### src/rtl/move_sequencer_pkg.sv
// Shared definitions for the move sequencer and related grid logic.
//   - FSM state enum, sequencing mode enum
//   - move encoding {is_col, idx[1:0]} widths and type
//   - grid size and LFSR feedback mask
//   - one-hot encode/decode helpers used for moves and cell enables
package move_sequencer_pkg;

    localparam int unsigned GRID_N    = 4;
    localparam int unsigned IDX_W     = 2;
    localparam int unsigned MOVE_W    = IDX_W + 1;
    localparam logic [15:0] LFSR_MASK = 16'hB400;

    typedef enum logic [2:0] {
        StIdle,
        StSel,
        StFire,
        StHold,
        StGap
    } seq_state_e;

    typedef enum logic {
        ModeUser,
        ModeScramble
    } seq_mode_e;

    typedef logic [MOVE_W-1:0] move_t;

    // True when exactly one bit is set.
    function automatic logic is_onehot4(logic [GRID_N-1:0] v);
        return (v != '0) && ((v & (v - 4'd1)) == '0);
    endfunction

    // Index of the set bit; only meaningful for one-hot input.
    function automatic logic [IDX_W-1:0] onehot_encode(logic [GRID_N-1:0] v);
        logic [IDX_W-1:0] idx;
        idx = '0;
        case (v)
            4'b0010: idx = 2'd1;
            4'b0100: idx = 2'd2;
            4'b1000: idx = 2'd3;
            default: idx = 2'd0;
        endcase
        return idx;
    endfunction

    function automatic logic [GRID_N-1:0] idx_decode(logic [IDX_W-1:0] idx);
        return 4'b0001 << idx;
    endfunction

    function automatic logic [GRID_N-1:0] move_row(move_t m);
        return m[MOVE_W-1] ? '0 : idx_decode(m[IDX_W-1:0]);
    endfunction

    function automatic logic [GRID_N-1:0] move_col(move_t m);
        return m[MOVE_W-1] ? idx_decode(m[IDX_W-1:0]) : '0;
    endfunction

endpackage

### src/rtl/move_sequencer_if.sv
// Bundle between the move source side (user input checker / scramble request)
// and the move sequencer, plus the cell enables it drives.
//   scramble_start, user_fire, user_nrow, user_sel[3:0], user_err : toward sequencer
//   row[3:0], col[3:0], fire, busy, scramble_done                  : from sequencer
// master: the side requesting moves and consuming enables.
// slave : the move sequencer itself.
interface move_sequencer_if;
    logic       scramble_start;
    logic       user_fire;
    logic       user_nrow;
    logic [3:0] user_sel;
    logic       user_err;
    logic [3:0] row;
    logic [3:0] col;
    logic       fire;
    logic       busy;
    logic       scramble_done;

    modport master (
        output scramble_start, user_fire, user_nrow, user_sel, user_err,
        input  row, col, fire, busy, scramble_done
    );

    modport slave (
        input  scramble_start, user_fire, user_nrow, user_sel, user_err,
        output row, col, fire, busy, scramble_done
    );
endinterface

### src/rtl/move_sequencer_lfsr16.sv
// 16-bit Galois LFSR, free running (steps every cycle, never stalls).
//   clk   : clock
//   reset : asynchronous active-high reset, loads the seed
//   seed  : reset value; zero is replaced by 16'h0001 so the state never locks up
//   q     : current LFSR state
module move_sequencer_lfsr16
    import move_sequencer_pkg::*;
(
    input  logic        clk,
    input  logic        reset,
    input  logic [15:0] seed,
    output logic [15:0] q
);

    logic [15:0] seed_eff;
    logic [15:0] state_q;
    logic [15:0] state_d;

    assign seed_eff = (seed == 16'h0000) ? 16'h0001 : seed;

    always_comb begin
        state_d = {1'b0, state_q[15:1]};
        if (state_q[0]) begin
            state_d = state_d ^ LFSR_MASK;
        end
    end

    always_ff @(posedge clk or posedge reset) begin
        if (reset) begin
            state_q <= seed_eff;
        end else begin
            state_q <= state_d;
        end
    end

    assign q = state_q;

endmodule

### src/rtl/move_sequencer.sv
// Sequences every move applied to the 4x4 cell grid. Arbitrates between a
// validated user move and an internal pseudo-random scramble run, and drives
// one-hot row/col enables with one cycle of setup before fire and one of hold.
//   clk, reset : clock, asynchronous active-high reset
//   seq        : slave side of move_sequencer_if
//                (requests in; row/col/fire/busy/scramble_done out, all registered)
module move_sequencer
    import move_sequencer_pkg::*;
#(
    parameter int unsigned N_MOVES    = 16,
    parameter int unsigned GAP_CYCLES = 4,
    parameter logic [15:0] LFSR_SEED  = 16'hACE1
) (
    input  logic             clk,
    input  logic             reset,
    move_sequencer_if.slave  seq
);

    seq_state_e  state_q;
    seq_mode_e   mode_q;
    move_t       move_q;
    logic [7:0]  remaining_q;
    logic [7:0]  gap_cnt_q;
    logic [3:0]  row_q;
    logic [3:0]  col_q;
    logic        fire_q;
    logic        busy_q;
    logic        done_q;

    logic [15:0] lfsr_q;
    logic        unused_lfsr;
    move_t       next_move;
    move_t       user_move;
    logic        user_ok;

    move_sequencer_lfsr16 u_lfsr (
        .clk   (clk),
        .reset (reset),
        .seed  (LFSR_SEED),
        .q     (lfsr_q)
    );

    assign unused_lfsr = ^lfsr_q[15:3];

    // A repeated move would undo itself, so bump the candidate past the previous one.
    always_comb begin
        next_move = lfsr_q[2:0];
        if (next_move == move_q) begin
            next_move = move_q + 3'd1;
        end
    end

    assign user_ok   = seq.user_fire && !seq.user_err && is_onehot4(seq.user_sel);
    assign user_move = {seq.user_nrow, onehot_encode(seq.user_sel)};

    always_ff @(posedge clk or posedge reset) begin
        if (reset) begin
            state_q     <= StIdle;
            mode_q      <= ModeUser;
            move_q      <= '0;
            remaining_q <= '0;
            gap_cnt_q   <= '0;
            row_q       <= '0;
            col_q       <= '0;
            fire_q      <= 1'b0;
            busy_q      <= 1'b0;
            done_q      <= 1'b0;
        end else begin
            fire_q <= 1'b0;
            done_q <= 1'b0;
            case (state_q)
                StIdle: begin
                    // Scramble has priority; a coincident user strobe is dropped.
                    if (seq.scramble_start) begin
                        mode_q      <= ModeScramble;
                        remaining_q <= 8'(N_MOVES);
                        move_q      <= lfsr_q[2:0];
                        row_q       <= move_row(lfsr_q[2:0]);
                        col_q       <= move_col(lfsr_q[2:0]);
                        busy_q      <= 1'b1;
                        state_q     <= StSel;
                    end else if (user_ok) begin
                        mode_q  <= ModeUser;
                        move_q  <= user_move;
                        row_q   <= move_row(user_move);
                        col_q   <= move_col(user_move);
                        busy_q  <= 1'b1;
                        state_q <= StSel;
                    end
                end
                StSel: begin
                    fire_q  <= 1'b1;
                    state_q <= StFire;
                end
                StFire: begin
                    state_q <= StHold;
                end
                StHold: begin
                    if (mode_q == ModeUser) begin
                        row_q   <= '0;
                        col_q   <= '0;
                        busy_q  <= 1'b0;
                        state_q <= StIdle;
                    end else begin
                        remaining_q <= remaining_q - 8'd1;
                        if (remaining_q == 8'd1) begin
                            row_q   <= '0;
                            col_q   <= '0;
                            busy_q  <= 1'b0;
                            done_q  <= 1'b1;
                            state_q <= StIdle;
                        end else if (GAP_CYCLES > 0) begin
                            row_q     <= '0;
                            col_q     <= '0;
                            gap_cnt_q <= 8'(GAP_CYCLES - 1);
                            state_q   <= StGap;
                        end else begin
                            move_q  <= next_move;
                            row_q   <= move_row(next_move);
                            col_q   <= move_col(next_move);
                            state_q <= StSel;
                        end
                    end
                end
                StGap: begin
                    if (gap_cnt_q == 8'd0) begin
                        move_q  <= next_move;
                        row_q   <= move_row(next_move);
                        col_q   <= move_col(next_move);
                        state_q <= StSel;
                    end else begin
                        gap_cnt_q <= gap_cnt_q - 8'd1;
                    end
                end
                default: begin
                    row_q   <= '0;
                    col_q   <= '0;
                    busy_q  <= 1'b0;
                    state_q <= StIdle;
                end
            endcase
        end
    end

    assign seq.row           = row_q;
    assign seq.col           = col_q;
    assign seq.fire          = fire_q;
    assign seq.busy          = busy_q;
    assign seq.scramble_done = done_q;

endmodule

### src/flat_wrapper.sv
// flat-port wrapper written by rule: the top's interface ports become plain ports
module move_sequencer_flat import move_sequencer_pkg::*;
#(
    parameter int unsigned N_MOVES    = 16,
    parameter int unsigned GAP_CYCLES = 4,
    parameter logic [15:0] LFSR_SEED  = 16'hACE1
)
  (clk, reset, seq_scramble_start, seq_user_fire, seq_user_nrow, seq_user_sel, seq_user_err, seq_row, seq_col, seq_fire, seq_busy, seq_scramble_done);
  move_sequencer_if seq_i ();
  input  logic clk;
  input  logic reset;
  input wire logic [$bits(seq_i.scramble_start)-1:0] seq_scramble_start;
  input wire logic [$bits(seq_i.user_fire)-1:0] seq_user_fire;
  input wire logic [$bits(seq_i.user_nrow)-1:0] seq_user_nrow;
  input wire logic [$bits(seq_i.user_sel)-1:0] seq_user_sel;
  input wire logic [$bits(seq_i.user_err)-1:0] seq_user_err;
  output wire logic [$bits(seq_i.row)-1:0] seq_row;
  output wire logic [$bits(seq_i.col)-1:0] seq_col;
  output wire logic [$bits(seq_i.fire)-1:0] seq_fire;
  output wire logic [$bits(seq_i.busy)-1:0] seq_busy;
  output wire logic [$bits(seq_i.scramble_done)-1:0] seq_scramble_done;
  assign seq_i.scramble_start = seq_scramble_start;
  assign seq_i.user_fire = seq_user_fire;
  assign seq_i.user_nrow = seq_user_nrow;
  assign seq_i.user_sel = seq_user_sel;
  assign seq_i.user_err = seq_user_err;
  assign seq_row = seq_i.row;
  assign seq_col = seq_i.col;
  assign seq_fire = seq_i.fire;
  assign seq_busy = seq_i.busy;
  assign seq_scramble_done = seq_i.scramble_done;
  move_sequencer #(.N_MOVES(N_MOVES), .GAP_CYCLES(GAP_CYCLES), .LFSR_SEED(LFSR_SEED)) u_core (.clk(clk), .reset(reset), .seq(seq_i));
endmodule
### config.mk
export PLATFORM = sky130hd
export DESIGN_NAME = move_sequencer_flat
export DESIGN_NICKNAME = d
export VERILOG_FILES = /design/src/rtl/move_sequencer_pkg.sv /design/src/rtl/move_sequencer_if.sv /design/src/rtl/move_sequencer_lfsr16.sv /design/src/rtl/move_sequencer.sv /design/src/flat_wrapper.sv
export SDC_FILE = /design/constraint.sdc
export NUM_CORES = 1
export LEC_CHECK = 0
export ABC_AREA = 1
export ABC_CLOCK_PERIOD_IN_PS = 5050
export CORE_MARGIN = 5
export CORE_UTILIZATION = 43
export CTS_BUF_LIST = sky130_fd_sc_hd__clkbuf_8
export DETAILED_ROUTE_END_ITERATION = 8
export GPL_ROUTABILITY_DRIVEN = 1
export PLACE_DENSITY = 0.74
export SYNTH_ARGS = -nofsm -noshare
export SYNTH_HDL_FRONTEND = slang
export SYNTH_SLANG_ARGS = --single-unit
### constraint.sdc
create_clock -name clk -period 5.05 [get_ports clk]
set_input_delay 1.2625 -clock clk [delete_from_list [all_inputs] [get_ports clk]]
set_output_delay 1.2625 -clock clk [all_outputs]
set_load 0.1 [all_outputs]
==> results of run 1 <==
logic make-up after synthesis:
group | after synthesis
AOI/OAI and AO/OA | 39
xor gates and xnor gates | 7
adders and majority gates | 4
buffers and inverters | 47
DFF | 50
and+or+nand+nor | 178
metrics by stage:
step | total power (W) | utilization (%) | hold slack [ps] | std cells
6_report | 0.00175 | 50.4 | 357 | 424
5_1_grt | 0.00190 | 50.4 | 364 | 424
4_1_cts | 0.00176 | 50.4 | 362 | 424
3_5_place_dp | 0.00151 | 48.8 | 338 | 416
3_3_place_gp | 0.00149 | 48.8 | 334 | 416
2_1_floorplan | 0.00133 | - | 331 | 325
registers in the layout, indices dropped and copies added (netlist names), 3 cells and up:
| signal | count |
|---|---|
| u_core.state_q | 3 |
| u_core.gap_cnt_q | 8 |
| u_core.move_q | 3 |
| u_core.seq.row | 4 |
| u_core.seq.col | 4 |
| u_core.remaining_q | 8 |
| u_core.u_lfsr.q | 16 |
Yosys cell counts, types with 2 or more instances:
cell type	n	share of area, %
nand2_1	92	13
dfrtp_1	42	39
inv_1	37	5.2
nor2_1	36	5.1
nand3_1	24	4.5
a21oi_1	11	2.1
o21ai_0	11	2.1
nand4_1	9	2.1
dfstp_2	8	7.9
xor2_1	6	2.0
a21oi_2	5	1.6
inv_2	5	0.70
nor2_2	5	1.2
ha_1	4	1.9
nand2_2	4	0.94
a211oi_1	2	0.56
buf_4	2	0.56
nand2_4	2	0.84
nor2_8	2	1.5
o211ai_1	2	0.56
o21ai_1	2	0.38
o32ai_1	2	0.66
placed cells by master (no fill, tap or decap), types with 4 or more instances in the layout:
| master | n |
|---|---|
| nor2_2 | 5 |
| nand2_1 | 92 |
| dfrtp_1 | 42 |
| clkdlybuf4s50_1 | 20 |
| xor2_1 | 6 |
| ha_1 | 4 |
| inv_1 | 36 |
| nor2_1 | 36 |
| a21oi_2 | 5 |
| a21oi_1 | 11 |
| dfstp_2 | 8 |
| inv_2 | 6 |
| o21ai_0 | 11 |
| clkbuf_8 | 5 |
| nand2_2 | 4 |
| nand4_1 | 9 |
| nand3_1 | 24 |
where the power goes:
part | internal, W | total, W | switching [W]
logic | 0.000271 | 0.000924 | 0.000653
registers | 0.000501 | 0.000577 | 0.0000758
clock network | 0.000102 | 0.000246 | 0.000144
total | 0.000874 | 0.00175 | 0.000873
worst min path at each step:
stage	endpoint	slack [ps]	cells past startpoint
3_3_place_gp	u_core.u_lfsr.q[8]	330	0
2_1_floorplan	u_core.u_lfsr.q[2]	330	0
5_1_grt	u_core.u_lfsr.q[3]	360	0
3_5_place_dp	u_core.u_lfsr.q[7]	340	0
4_1_cts	u_core.u_lfsr.q[3]	360	0
6_report	u_core.u_lfsr.q[3]	360	0
metal layers:
metal  up-vias  share of wire (%)
met1       957                 47
met3         8                5.5
met5         -                  0
li1       1094                  -
met2        54                 47
met4         0               0.84
final cells by class:
cell class / count / area, um^2
Fill cell: 541 / 2970
Sequential cell: 50 / 1260
Clock inverter: 3 / 26.3
Tap cell: 75 / 93.8
Clock buffer: 5 / 68.8
Multi-Input combinational cell: 228 / 1200
Timing Repair Buffer: 20 / 200
Inverter: 43 / 164
==> impl_metrics.csv, run 1 <==
group,metric,value,unit
run_status,status,"completed",
global_route,track_usage,14.9,%
global_route,grt_pass1_vias,2072,
timing,max_slew_margin,31.6,%
timing,finalSetupTns,0,ps
setup_path,start_kind,"flop",
route,drtIter0Drc,238,
setup_path,critPathMaxStageDelay,1150,ps
setup_path,r2r_end,"u_core.move_q[1]",
synth,synth_compound_area_share,9.53,%
timing,slew_violations,0,
power,p_per_area,579,nW/um^2
synth,synth-edff-count,0,
floorplan,io_pins,21,
setup_path,critPathLaunch,"u_core.seq.busy",
clock_network,cts_root_buf,"clkbuf_8",
route,wl,5260,um
global_route,antenna_found_initial,0,
timing,clock.fmax,322,MHz
route,drcViolationCount,0,
setup_path,path_buf_inv,1,
setup_path,worstPathArrival,1840,ps
synth,synth_top_family_by_area,"simple AND/OR/NAND/NOR gates",
timing,worstMarginPinSlew,1020,ps
cells_and_area,final_nets,362,
global_route,grt_remaining_overflow,0,
timing,setup_slack,1950,ps
synth,ys_types,34,
timing,rsz0062_at_grt,"no",
run,maxCapViolations,0,
place,post-dp-hpwl,3870,um
synth,synth-simple-area-share,30.7,%
setup_path,crit_required,3790,ps
synth,synthFlopType,"dfrtp_1",
min_path,hold_path_class,"flop to flop",
setup_path,cp_max_fo,2,
synth,synth-seq-cells,50,
clock_network,cts_tree,"done",
route,drt-wirelength-per-cell,12.4,um
setup_path,crit_path_end,"seq_busy",
clock_network,htreeDepth,2,
synth,syn_inst,325,
setup_path,path_cells,"clkdlybuf4s50_1",
synth,ys_warn_count,0,
clock_network,cts_buffers,5,
setup_path,reg2reg_depth,9,
floorplan,num_rows,28,
min_path,hold_path.startpoint,"u_core.u_lfsr.q[4]",
timing,fin_crit,3100,ps
route,viasPerCell,4.98,
floorplan,initial_core_util,44.5,%
cells_and_area,final_area,3020,um^2
clock_network,path_clk_slew,90,ps
global_route,grt_busiest_layer,"met2",
cells_and_area,drive_above_1_share,13.2,%
synth,synth_nets,339,
timing,hold_viol,0,
timing,setup_viol,0,
clock_network,postCtsSetupBuffers,0,
timing,fin_crit_sh,61.4,%
place,place_area,2920,um^2
place,place_congestion,0.872,
clock_network,cts_buffer_depth,2,
floorplan,die_y,88.7,um
clock_network,clk_latency,320,ps
timing,finalClockSkew,16.4,ps
power,p_leak,1.53,nW
synth,synth-xor-area-share,3.00,%
place,dp_slack,2080,ps
clock_network,cts.sinks,50,
setup_path,crit_type,"flop to output pin",
synth,synth_area,2670,um^2
global_route,grtUsageMet2,24.0,%
setup_path,end_kind,"output pin",
clock_network,ctsResizeCount,0,
cells_and_area,diodes,0,
global_route,use_met1,19.1,%
global_route,grt_pass1_wl,9140,um
power,ir_drop,0.000424,V
route,ant_nets,0,
global_route,grt_use_met3,4.75,%
synth,synthAdderAreaFrac,1.88,%
setup_path,slowest_stage,"clkdlybuf4s50_1",
clock_network,cts_hold_buf,0,
setup_path,rrSetupSlack,3230,ps
place,io_buffers,20,
global_route,grt_max_degree,51,
route,drt_first_pass_iters,6,
floorplan,core,5990,um^2
synth,synthArstFlopShare,100,%
cells_and_area,syn2layout_area_growth,13.1,%
synth,syn_avg_cell_area,8.20,um^2
floorplan,die_x,88.7,um
route,vias,2113,
setup_path,cp.depth,1,
floorplan,dieArea,7880,um^2
setup_path,timing.rr.start,"u_core.gap_cnt_q[0]",
setup_path,cpLargestDelayFamily,"buffers and inverters",
synth,synthMuxAreaShare,0,%
synth,seq_area_frac_synth,47.3,%
No activity file was read; power rests on OpenSTA's default activity.
==> run 2, diff against run 1 <==
ABC_CLOCK_PERIOD_IN_PS = 3000   (was 5050)
clock period = 3 ns   (was 5.05 ns; I/O delays follow)
==> impl_metrics.csv, run 2 (synthesized netlist as in run 1, its figures left out) <==
group,metric,value,unit
run_status,status,"completed",
cells_and_area,final_nets,363,
cells_and_area,drive_above_1_share,16.3,%
timing,setup_viol,0,
place,post-dp-hpwl,3970,um
setup_path,cp_max_fo,11,
route,ant_nets,0,
setup_path,worstPathArrival,2340,ps
timing,fin_crit,2150,ps
power,pwr-share-comb,51.8,%
timing,finalSetupTns,0,ps
clock_network,clk_latency,310,ps
timing,fin_crit_sh,71.6,%
cells_and_area,fin_util,50.5,%
clock_network,cts_buffers,5,
clock_network,cts_buffer_depth,2,
floorplan,initial_core_util,44.5,%
clock_network,cts_root_buf,"clkbuf_8",
global_route,grt_pass1_vias,1962,
place,io_buffers,20,
power,p_per_area,986,nW/um^2
global_route,antenna_found_initial,0,
clock_network,htreeDepth,2,
timing,worstMarginPinSlew,534,ps
global_route,grt_max_degree,27,
route,drt_first_pass_iters,4,
route,drt-wirelength-per-cell,12.2,um
setup_path,crit_required,3200,ps
clock_network,path_clk_slew,90,ps
floorplan,io_pins,21,
setup_path,end_kind,"flop",
route,drtIter0Drc,199,
route,drcViolationCount,0,
min_path,hold_path_class,"flop to flop",
timing,hold_viol,0,
power,p_sw_share,48.6,%
global_route,grt_pass1_wl,8800,um
clock_network,ctsResizeCount,0,
clock_network,postCtsSetupBuffers,0,
timing,finalClockSkew,13.4,ps
cells_and_area,final_common_cell,"nand2_1",
floorplan,core,5990,um^2
power,clockPowerShare,15.7,%
clock_network,cts_tree,"done",
floorplan,die_y,88.7,um
power,p_leak,1.57,nW
cells_and_area,largest_reg_flops,16,
place,place_congestion,0.843,
cells_and_area,diodes,0,
power,ir_drop,0.000728,V
global_route,track_usage,14.3,%
route,wl,5170,um
setup_path,crit_type,"primary input to flop",
floorplan,die_x,88.7,um
run,maxCapViolations,0,
floorplan,num_rows,28,
clock_network,cts_hold_buf,0,
power,sequentialPowerShare,32.5,%
clock_network,cts.sinks,50,
power,p_sw,0.00145,W
setup_path,start_kind,"primary input",
cells_and_area,final_cell_mix,"nand2_1, dfrtp_1, inv_1, nor2_1, nand3_1",
timing,clock.fmax,466,MHz
global_route,grt_remaining_overflow,0,
timing,whs,358,ps
timing,slew_violations,0,
route,vias,2126,
timing,rsz0062_at_grt,"no",
floorplan,dieArea,7880,um^2
route,viasPerCell,5.00,
cells_and_area,syn2layout_area_growth,13.5,%
power,intPower,0.00153,W
power,p_total,0.00298,W
timing,max_slew_margin,64.3,%
-- run 2: changes by cell type in the layout (fill, tap and decap cells not counted), sizes merged --
| cell | change |
|---|---|
| bufinv | +1 |
| inv | -1 |
| clkdlybuf4s50 | -11 |
| buf | +12 |
-- run 2: critical path: stages --
cell	delay, ps
clkdlybuf4s50_1	670
inv_1	230
nand3_1	220
nand2_1	110
nor2_2	180
inv_1	80
nand2_1	60
nand2_1	50
-- run 2: stage by stage --
step / worst slack [ps] / cells / instance area [um^2]
3_5_place_dp: 554 / 417 / 2910
6_report: 852 / 425 / 3030
5_1_grt: 722 / 425 / 3030
3_3_place_gp: 579 / 417 / 2910
2_1_floorplan: 1060 / 325 / 2670
4_1_cts: 881 / 425 / 3030
-- run 2: metal layers --
layer / global-route usage (%) / wire, um / up-vias
met5: 0 / 0 / -
met2: 23.6 / 2490 / 53
li1: - / - / 1080
met4: 4.81 / 95 / 0
met3: 3.07 / 230 / 16
met1: 18.5 / 2350 / 977
-- run 2: layout make-up --
class	instances	area (um^2)
multi-input combinational	228	1200
clock buffer	5	68.8
clock inverter	3	42.5
inverter	43	164
sequential	50	1260
tap	75	93.8
timing repair buffer	21	193
fill	549	2970
-- run 2: power groups by stage --
stage / sequential [W] / combinational (W) / clock [W]
2_1_floorplan: 0.00128 / 0.000964 / 0
3_3_place_gp: 0.000976 / 0.00153 / 0
3_5_place_dp: 0.000982 / 0.00155 / 0
4_1_cts: 0.000970 / 0.00156 / 0.000481
5_1_grt: 0.000991 / 0.00171 / 0.000513
6_report: 0.000969 / 0.00155 / 0.000468
-- run 2: path summary, 6_finish.rpt --
check | startpoint | end | slack, ps | depth (start not counted)
min in group asynchronous | reset | u_core.u_lfsr.q[9] | 800 | 2
hold reg to reg | u_core.u_lfsr.q[4] | u_core.u_lfsr.q[3] | 360 | 0
setup / recovery | seq_scramble_start | u_core.move_q[1] | 850 | 8
hold / removal | u_core.u_lfsr.q[4] | u_core.u_lfsr.q[3] | 360 | 0
max in group asynchronous | reset | u_core.u_lfsr.q[11] | 1600 | 3
setup reg to reg | u_core.gap_cnt_q[0] | u_core.move_q[1] | 1180 | 9
==> run 3, diff against run 2 <==
ABC_CLOCK_PERIOD_IN_PS = 2000   (was 3000)
clock period = 2 ns   (was 3 ns; I/O delays follow)
==> impl_metrics.csv, run 3 (synthesized netlist as in run 1, its figures left out) <==
group,metric,value,unit
run_status,status,"completed",
route,ant_nets,0,
cells_and_area,drive_above_1_share,19.9,%
cells_and_area,diodes,0,
floorplan,dieArea,7880,um^2
global_route,grt_pass1_wl,9240,um
global_route,grt_remaining_overflow,0,
global_route,grt_pass1_vias,2110,
route,wl,5220,um
cells_and_area,final_cell_mix,"nand2_1, dfrtp_1, inv_1, nor2_1, nand3_1",
timing,rsz0062_at_grt,"no",
power,ir_drop,0.00113,V
cells_and_area,largest_reg_flops,16,
clock_network,path_clk_slew,90,ps
place,place_congestion,0.932,
route,viasPerCell,4.88,
cells_and_area,final_nets,379,
setup_path,crit_required,2230,ps
floorplan,initial_core_util,44.5,%
power,p_sw_share,47.9,%
floorplan,die_y,88.7,um
timing,setup_viol,0,
setup_path,start_kind,"flop",
setup_path,r2r_end,"u_core.seq.row[3]",
min_path,holdPathEnd,"u_core.u_lfsr.q[8]",
timing,slew_violations,0,
timing,clock.fmax,552,MHz
floorplan,io_pins,21,
cells_and_area,fin_cells,441,
place,place_inst,431,
power,p_per_area,1410,nW/um^2
floorplan,num_rows,28,
place,place_area,3160,um^2
global_route,track_usage,15.0,%
run,maxCapViolations,0,
clock_network,cts_root_buf,"clkbuf_8",
timing,worstMarginPinSlew,430,ps
clock_network,cts_hold_buf,0,
clock_network,cts_tree,"done",
route,drt-wirelength-per-cell,11.8,um
timing,hold_viol,0,
route,drcViolationCount,0,
cells_and_area,syn2layout_area_growth,22.2,%
timing,fin_crit_sh,90.6,%
cells_and_area,final_common_cell,"nand2_1",
place,post-dp-hpwl,4160,um
min_path,hold_depth,0,
setup_path,timing.rr.start,"u_core.gap_cnt_q[0]",
timing,finalClockSkew,9.28,ps
timing,fin_crit,1810,ps
clock_network,cts_buffer_depth,2,
place,io_buffers,20,
cells_and_area,final_area,3260,um^2
setup_path,worstPathArrival,2040,ps
setup_path,crit_type,"flop to flop",
min_path,hold_path_class,"flop to flop",
power,intPower,0.00239,W
clock_network,htreeDepth,2,
power,pwr-share-comb,55.2,%
timing,max_slew_margin,71.3,%
global_route,antenna_found_initial,0,
setup_path,rrSetupSlack,190,ps
cells_and_area,fillers,536,
timing,setup_slack,187,ps
global_route,grt_max_degree,20,
clock_network,cts.sinks,50,
power,clockPowerShare,12.3,%
setup_path,end_kind,"flop",
route,vias,2150,
power,p_leak,1.67,nW
cells_and_area,fin_util,54.4,%
power,p_sw,0.00220,W
clock_network,clk_latency,300,ps
place,dp_slack,-90.7,ps
floorplan,core,5990,um^2
route,drtIter0Drc,80,
clock_network,cts_buffers,5,
floorplan,die_x,88.7,um
setup_path,cp_max_fo,9,
setup_path,reg2reg_depth,9,
min_path,hold_path.startpoint,"u_core.u_lfsr.q[9]",
route,drt_first_pass_iters,6,
power,sequentialPowerShare,32.5,%
==> run 3: timing repair <==
item	CTS	global route
setup endpoints to repair	0	1
buffers inserted	0	2
resized for setup	0	0
==> run 3: worst max-delay path by stage <==
stage | from | end | slack [ps] | cells after the start
6_report | u_core.gap_cnt_q[0] | u_core.seq.row[3] | 190 | 9
5_1_grt | u_core.gap_cnt_q[0] | u_core.seq.row[2] | 4 | 9
3_5_place_dp | seq_user_sel[3] | u_core.move_q[2] | -90 | 12
3_3_place_gp | seq_scramble_start | u_core.seq.row[3] | -60 | 9
4_1_cts | u_core.gap_cnt_q[0] | u_core.move_q[2] | 160 | 9
2_1_floorplan | reset | u_core.gap_cnt_q[0] | 310 | 1
==> run 3: critical path, stage by stage (launching register included) <==
cell and delay, ps:
dfrtp_1 370, inv_1 140, ha_1 270, nand3_1 170, o21ai_4 220, buf_4 150
nand3b_4 140, inv_4 130, nor2_1 50, a21oi_2 100
==> run 3: power groups by stage <==
stage                     clock, W  combinational [W]  sequential [W]
final                     0.000564            0.00254         0.00149
after global routing      0.000629            0.00280         0.00153
after CTS                 0.000592            0.00255         0.00150
after detailed placement         0            0.00255         0.00151
after global placement           0            0.00249         0.00150
after floorplan                  0            0.00145         0.00192
==> run 3: area by class of cell <==
| cell class | instances | area (um^2) | area share (%) |
|---|---|---|---|
| Multi-Input combinational cell | 228 | 1200 | 36.9 |
| Clock inverter | 3 | 17.5 | 0.538 |
| Timing Repair Buffer | 37 | 450 | 13.8 |
| Tap cell | 75 | 93.8 | 2.88 |
| Sequential cell | 50 | 1260 | 38.7 |
| Clock buffer | 5 | 68.8 | 2.11 |
| Inverter | 43 | 164 | 5.03 |
==> run 3: stage by stage <==
stage / setup TNS [ps] / hold WS [ps] / power, W
finish: 0 / 358 / 0.00460
global route: 0 / 368 / 0.00496
CTS: 0 / 360 / 0.00464
detailed placement: -336 / 339 / 0.00406
global placement: -163 / 335 / 0.00399
floorplan: 0 / 331 / 0.00336
==> run 3: layer usage <==
metal  wire [um]  part of all wire, %  up-vias  GRT usage [%]
met5           0                    0        -              0
met4          51                 0.98        0           4.67
met3         179                  3.4        4           4.19
met2        2580                   49       30           24.9
met1        2410                   46      994           18.9
li1            -                    -     1122              -
